===== src/rtl/fft_pkg.sv =====
// Shared constants and state encoding for the in-place radix-2 FFT sequencer.
package fft_pkg;

  localparam int N             = 16;
  localparam int LOG2N         = 4;
  localparam int ADDR_WIDTH    = LOG2N;
  localparam int TW_ADDR_WIDTH = LOG2N - 1;
  localparam int RD_LATENCY    = 1;
  localparam int BF_LATENCY    = 2;
  localparam int WB_DELAY      = RD_LATENCY + BF_LATENCY;

  typedef enum logic [2:0] {
    ST_IDLE,
    ST_RUN,
    ST_GAP,
    ST_FLUSH,
    ST_DONE
  } state_t;

endpackage


===== src/rtl/fft_addr_gen.sv =====
// Maps (stage, butterfly index) to the two data-RAM operand addresses and the
// twiddle-ROM address for a radix-2 DIT butterfly on bit-reversed input.
module fft_addr_gen
  import fft_pkg::*;
(
  input  logic [LOG2N-1:0]         stage,
  input  logic [LOG2N-2:0]         bf_idx,
  output logic [ADDR_WIDTH-1:0]    addr0,
  output logic [ADDR_WIDTH-1:0]    addr1,
  output logic [TW_ADDR_WIDTH-1:0] tw_addr
);

  localparam logic [LOG2N-1:0] TW_SH_MAX = LOG2N'(LOG2N - 1);

  logic [ADDR_WIDTH-1:0] b_ext;
  logic [ADDR_WIDTH-1:0] span;
  logic [ADDR_WIDTH-1:0] pos;
  logic [ADDR_WIDTH-1:0] grp;
  logic [LOG2N-1:0]      tw_sh;

  // Split the butterfly index into group and in-group position for this stage.
  always_comb begin
    b_ext   = ADDR_WIDTH'(bf_idx);
    span    = ADDR_WIDTH'(1) << stage;
    pos     = b_ext & (span - 1'b1);
    grp     = b_ext >> stage;
    addr0   = (grp << (stage + 1'b1)) | pos;
    addr1   = addr0 + span;
    tw_sh   = TW_SH_MAX - stage;
    tw_addr = TW_ADDR_WIDTH'(pos) << tw_sh;
  end

endmodule


===== src/rtl/fft_bf_scheduler.sv =====
// Sequencer for the shared radix-2 butterfly: walks every stage and butterfly,
// issues RAM reads and twiddle addresses, and replays the read addresses as
// write-back addresses after the read + butterfly latency.
module fft_bf_scheduler
  import fft_pkg::*;
(
  input  logic                     clk,
  input  logic                     rst,
  input  logic                     start,
  output logic                     busy,
  output logic                     done,
  output logic                     rd_en,
  output logic [ADDR_WIDTH-1:0]    rd_addr0,
  output logic [ADDR_WIDTH-1:0]    rd_addr1,
  output logic [TW_ADDR_WIDTH-1:0] tw_addr,
  output logic                     bf_rst,
  output logic                     wr_en,
  output logic [ADDR_WIDTH-1:0]    wr_addr0,
  output logic [ADDR_WIDTH-1:0]    wr_addr1,
  output logic [LOG2N-1:0]         stage
);

  localparam int               BF_W       = LOG2N - 1;
  localparam logic [BF_W-1:0]  LAST_BF    = BF_W'(N / 2 - 1);
  localparam logic [LOG2N-1:0] LAST_STAGE = LOG2N'(LOG2N - 1);

  state_t                state;
  logic [BF_W-1:0]       bf_idx;
  logic                  gap_cnt;
  logic [WB_DELAY-1:0]   vld_pipe;
  logic [ADDR_WIDTH-1:0] a0_pipe [WB_DELAY];
  logic [ADDR_WIDTH-1:0] a1_pipe [WB_DELAY];

  logic [LOG2N-1:0]         gen_stage;
  logic [BF_W-1:0]          gen_bf;
  logic [ADDR_WIDTH-1:0]    gen_a0;
  logic [ADDR_WIDTH-1:0]    gen_a1;
  logic [TW_ADDR_WIDTH-1:0] gen_tw;

  // Write-back strobe and addresses are the tail of the read delay line.
  assign wr_en    = vld_pipe[WB_DELAY-1];
  assign wr_addr0 = a0_pipe[WB_DELAY-1];
  assign wr_addr1 = a1_pipe[WB_DELAY-1];

  // Select which butterfly the next issue will address (first of next stage in GAP).
  always_comb begin
    gen_stage = '0;
    gen_bf    = '0;
    if (state == ST_RUN) begin
      gen_stage = stage;
      gen_bf    = bf_idx;
    end else if (state == ST_GAP) begin
      gen_stage = stage + 1'b1;
    end
  end

  fft_addr_gen u_addr_gen (
    .stage   (gen_stage),
    .bf_idx  (gen_bf),
    .addr0   (gen_a0),
    .addr1   (gen_a1),
    .tw_addr (gen_tw)
  );

  // Control FSM, issue counter and write-back delay line.
  // bf_idx always names the next butterfly to issue; it wraps to 0 once the
  // last butterfly of a stage has gone out, which is what ends the stage.
  always_ff @(posedge clk) begin
    if (!rst) begin
      state    <= ST_IDLE;
      busy     <= 1'b0;
      done     <= 1'b0;
      rd_en    <= 1'b0;
      rd_addr0 <= '0;
      rd_addr1 <= '0;
      tw_addr  <= '0;
      bf_rst   <= 1'b1;
      stage    <= '0;
      bf_idx   <= '0;
      gap_cnt  <= 1'b0;
      vld_pipe <= '0;
      for (int unsigned i = 0; i < WB_DELAY; i++) begin
        a0_pipe[i] <= '0;
        a1_pipe[i] <= '0;
      end
    end else begin
      vld_pipe   <= {vld_pipe[WB_DELAY-2:0], rd_en};
      a0_pipe[0] <= rd_addr0;
      a1_pipe[0] <= rd_addr1;
      for (int unsigned i = 1; i < WB_DELAY; i++) begin
        a0_pipe[i] <= a0_pipe[i-1];
        a1_pipe[i] <= a1_pipe[i-1];
      end

      done  <= 1'b0;
      rd_en <= 1'b0;

      unique case (state)
        ST_IDLE: begin
          busy   <= 1'b0;
          bf_rst <= 1'b1;
          if (start) begin
            state    <= ST_RUN;
            busy     <= 1'b1;
            rd_en    <= 1'b1;
            rd_addr0 <= gen_a0;
            rd_addr1 <= gen_a1;
            tw_addr  <= gen_tw;
            stage    <= '0;
            bf_idx   <= BF_W'(1);
          end
        end

        ST_RUN: begin
          bf_rst <= 1'b0;
          if (rd_en) begin
            if (bf_idx == '0 && stage == LAST_STAGE) begin
              state <= ST_FLUSH;
            end
          end else if (bf_idx == '0) begin
            state   <= ST_GAP;
            gap_cnt <= 1'b0;
          end else begin
            rd_en    <= 1'b1;
            rd_addr0 <= gen_a0;
            rd_addr1 <= gen_a1;
            tw_addr  <= gen_tw;
            bf_idx   <= (bf_idx == LAST_BF) ? '0 : bf_idx + 1'b1;
          end
        end

        ST_GAP: begin
          if (!gap_cnt) begin
            gap_cnt <= 1'b1;
          end else begin
            state    <= ST_RUN;
            rd_en    <= 1'b1;
            rd_addr0 <= gen_a0;
            rd_addr1 <= gen_a1;
            tw_addr  <= gen_tw;
            stage    <= stage + 1'b1;
            bf_idx   <= BF_W'(1);
          end
        end

        ST_FLUSH: begin
          // Leave once the only write still in flight is the one on the bus now.
          if (vld_pipe[WB_DELAY-2:0] == '0) begin
            state  <= ST_DONE;
            busy   <= 1'b0;
            done   <= 1'b1;
            bf_rst <= 1'b1;
          end
        end

        ST_DONE: begin
          state  <= ST_IDLE;
          busy   <= 1'b0;
          bf_rst <= 1'b1;
        end

        default: begin
          state <= ST_IDLE;
        end
      endcase
    end
  end

endmodule


===== config.mk =====
export PLATFORM = sky130hd
export DESIGN_NAME = fft_bf_scheduler
export DESIGN_NICKNAME = d
export VERILOG_FILES = /design/src/rtl/fft_pkg.sv /design/src/rtl/fft_addr_gen.sv /design/src/rtl/fft_bf_scheduler.sv
export SDC_FILE = /design/constraint.sdc
export NUM_CORES = 1
export LEC_CHECK = 0
export BUFFER_PORTS_ARGS = -buffer_cell sky130_fd_sc_hd__buf_2
export CAP_MARGIN = 10
export CORE_ASPECT_RATIO = 2
export CORE_UTILIZATION = 51
export DETAILED_ROUTE_END_ITERATION = 10
export GPL_TIMING_DRIVEN = 0
export PLACE_DENSITY = 0.74
export SKIP_CTS_REPAIR_TIMING = 1
export SYNTH_ARGS = -nofsm -noshare
export SYNTH_HDL_FRONTEND = slang
export SYNTH_HIERARCHICAL = 1
export SYNTH_SLANG_ARGS = --single-unit

===== constraint.sdc =====
create_clock -name clk -period 3.85 [get_ports clk]
set_clock_uncertainty 0.15 [all_clocks]
set_input_delay 1.155 -clock clk [delete_from_list [all_inputs] [get_ports clk]]
set_output_delay 1.155 -clock clk [all_outputs]
set_load 0.005 [all_outputs]

==> run metrics <==
port bufs=30; row count=35; CTS buffer count=5; commonest non-fill, non-tap cell in the layout=dfxtp_1; Slew headroom=0.446; Starting Density=0.533; Hold Crit Depth=1; Seq/Total Area, Yosys=0.429; layout cells sized above 1=0.274; worst r2r src=state[1]$_SDFFE_PN0P_; Avg Cell Area, Syn=approximately 9.2 um^2; Clock Power Share=0.217; Distinct cells, synth=53; final core utilization=0.646; die area=~0.0051 mm^2; H-Tree Level Count=2; Final #Nets=around 330; Max Cap Violations=0; CTS clk-pin slew, worst paths=roughly 0.1 ns; # IOs=31; Slew Viols, Final=0; period utilization=0.983; Ant. Diodes=0; Critical Path Start Type=register; total power=around 1.5 mW; CTS tree=done; initial drt markers=between 50 and 60; WP data required=3.94 ns; Root Buffer=clkbuf_8; Routed WL=5280 um; achievable frequency=0.264 GHz; DRC errors left=0; initial antenna violation count=0; global-route wire length before repair=approximately 8000 um; R2R depth=19; R2R Path End=rd_addr1[3]$_SDFFE_PN0P_; synth-to-layout area growth=21.2%; final instance area=approximately 0.003 mm^2; vias per cell=between 5 and 6; Seq pwr share=0.422; final setup fails=0; Syn Nets=approximately 280; Final TNS setup=0 ns; Clock Tree Buf Depth=2; pin count of the biggest net entering global routing=20; Switch Pwr=between 0.5 and 0.6 mW; Sw Ratio=0.352; Setup crit start=state[1]$_SDFFE_PN0P_; count of flip-flops with a built-in enable after synthesis=0; Die Width=slightly above 50 um; number of synthesized register bits=53; Hold Path Sink=a0_pipe[0][9]$_SDFF_PN0_; Pleak=roughly 1.4 nW; total global-route track usage=0.210; hold_sp=a0_pipe[0][5]$_SDFF_PN0_; yosys warns=6; Layout Cells excl Fill=372; Setup WS post-layout=around 0.066 ns; clk sinks=between 50 and 60; Final HPWL DP=roughly 3700 um; gpl congestion=approximately 0.86; vias in the first global route=between 1,500 and 2,000; via count=between 2,000 and 2,500; DR pass1 iterations=4; Mapped Cells=269; Hold Slack=around 0.28 ns; CP arrival=3.88 ns; placed cell areas=0.00271 mm^2; die extent in y=roughly 100 um; r2r setup slk=between 0.06 and 0.07 ns; peak supply drop=approximately 0.35 mV; outcome=complete, no violations; Worst Hold Class=register to register; dominant synthesized flop cell=dfxtp_1; placed insts=between 300 and 400; Routed Antenna Nets=0; most frequent cells in the layout=51 x dfxtp_1, 32 x nand2_1, 32 x buf_2; Comb pwr share=0.360; Final min period=~3.8 ns; wire length per cell=about 14 um; grt ovf=0; pwr/cell area=~510 mW/mm^2; CP Capture Type=register; critical setup path kind=register to register; Hold Vio Cnt, Final=0; slew of the pin with the lowest slew margin=between 0.8 and 0.9 ns; Int Pwr=~1 mW; share of async-settable or async-resettable flops after synthesis=0; synthesized area=between 0.002 and 0.0025 mm^2; core box area=0.00464 mm^2; worst slack, placed=-0.722 ns; clk_lat worst skew=about 0.31 ns; CP max FO=10
==> per-layer routing <==
layer / share of wire / wire (um) / track usage / vias up
met5: 0 / 0 / 0 / -
met4: 0.046 / 242 / 0.143 / 0
met3: 0.034 / 177 / 0.0271 / 17
met2: 0.55 / 2890 / 0.392 / 57
met1: 0.37 / 1970 / 0.202 / 978
li1: - / - / - / 1003
==> logic make-up (layout without fill, tap and decap cells) <==
family | count (synthesis) | after routing | share of synthesized area
AND/OR/NAND/NOR | 105 | 105 | 0.232
multiplexers | 16 | 16 | 0.0652
buffers and inverters | 39 | 87 | 0.0814
adder cells (fa/ha/maj) | 10 | 10 | 0.0536
AO/OA/AOI/OAI | 44 | 44 | 0.132
flip-flops | 53 | 53 | 0.429
XOR/XNOR | 2 | 2 | 0.00708
==> synthesized netlist by cell type, types with 3 or more instances <==
| cell type | count | area, um^2 |
|---|---|---|
| buf_4 | 8 | 60.1 |
| a21oi_1 | 10 | 50.1 |
| buf_6 | 3 | 33.8 |
| dfxtp_1 | 53 | 1060 |
| nor2_1 | 15 | 56.3 |
| and3_1 | 3 | 18.8 |
| or3b_2 | 3 | 26.3 |
| nand2_1 | 33 | 124 |
| nand2b_1 | 4 | 25.0 |
| nor2b_1 | 4 | 25.0 |
| mux2i_1 | 15 | 150 |
| o21ai_0 | 7 | 35.0 |
| ha_1 | 9 | 113 |
| and2_1 | 21 | 131 |
| clkbuf_1 | 9 | 33.8 |
| a31oi_1 | 4 | 25.0 |
| inv_1 | 17 | 63.8 |
| nand3_1 | 3 | 15.0 |
==> sequential cells by signal, summed over array words and instances (netlist names), 3 cells and up <==
signal	count
bf_idx	3
rd_addr1	4
a1_pipe	12
tw_addr	3
vld_pipe	3
a0_pipe	12
rd_addr0	4
stage	4
state	3
==> critical path, stage by stage, from the launching register on <==
cell      delay [ns]
dfxtp_2         0.36
buf_6           0.14
nor3b_4         0.28
buf_4           0.16
buf_4           0.10
buf_4           0.14
nand2_1         0.10
a31oi_4         0.30
nor2_4          0.08
nand2_1         0.11
ha_2            0.29
nand2b_1        0.18
o31ai_1         0.14
ha_1            0.32
a21o_1          0.17
a21o_1          0.17
a211o_1         0.24
o211ai_2        0.07
nand2_1         0.06
mux2i_1         0.13
==> power groups by stage <==
stage,Clock [mW],Combinational [mW],Sequential [mW]
2_1_floorplan,0,0.358,0.650
3_3_place_gp,0,0.455,0.657
3_5_place_dp,0,0.462,0.658
4_1_cts,0.343,0.464,0.646
5_1_grt,0.363,0.600,0.656
6_report,0.334,0.553,0.649
==> worst max path at each step <==
| stage | to | slack, ns | cells past startpoint |
|---|---|---|---|
| 5_1_grt | rd_addr1[3]$_SDFFE_PN0P_ | -0.03 | 20 |
| 4_1_cts | rd_addr1[3]$_SDFFE_PN0P_ | -0.76 | 18 |
| 3_5_place_dp | rd_addr1[3]$_SDFFE_PN0P_ | -0.72 | 18 |
| 2_1_floorplan | rd_addr1[3]$_SDFFE_PN0P_ | 0.02 | 18 |
| 6_report | rd_addr1[3]$_SDFFE_PN0P_ | 0.07 | 19 |
| 3_3_place_gp | rd_addr1[3]$_SDFFE_PN0P_ | -0.72 | 18 |
==> area by class of cell <==
class | count | area [um^2]
clock inverter | 3 | 28.8
multi-input combinational | 177 | 1330
sequential | 53 | 1060
buffer | 22 | 149
fill | 401 | 1640
clock buffer | 5 | 68.8
tap | 55 | 68.8
inverter | 17 | 63.8
timing repair buffer | 40 | 225
Note: power is estimated with default switching activity, not from simulation.
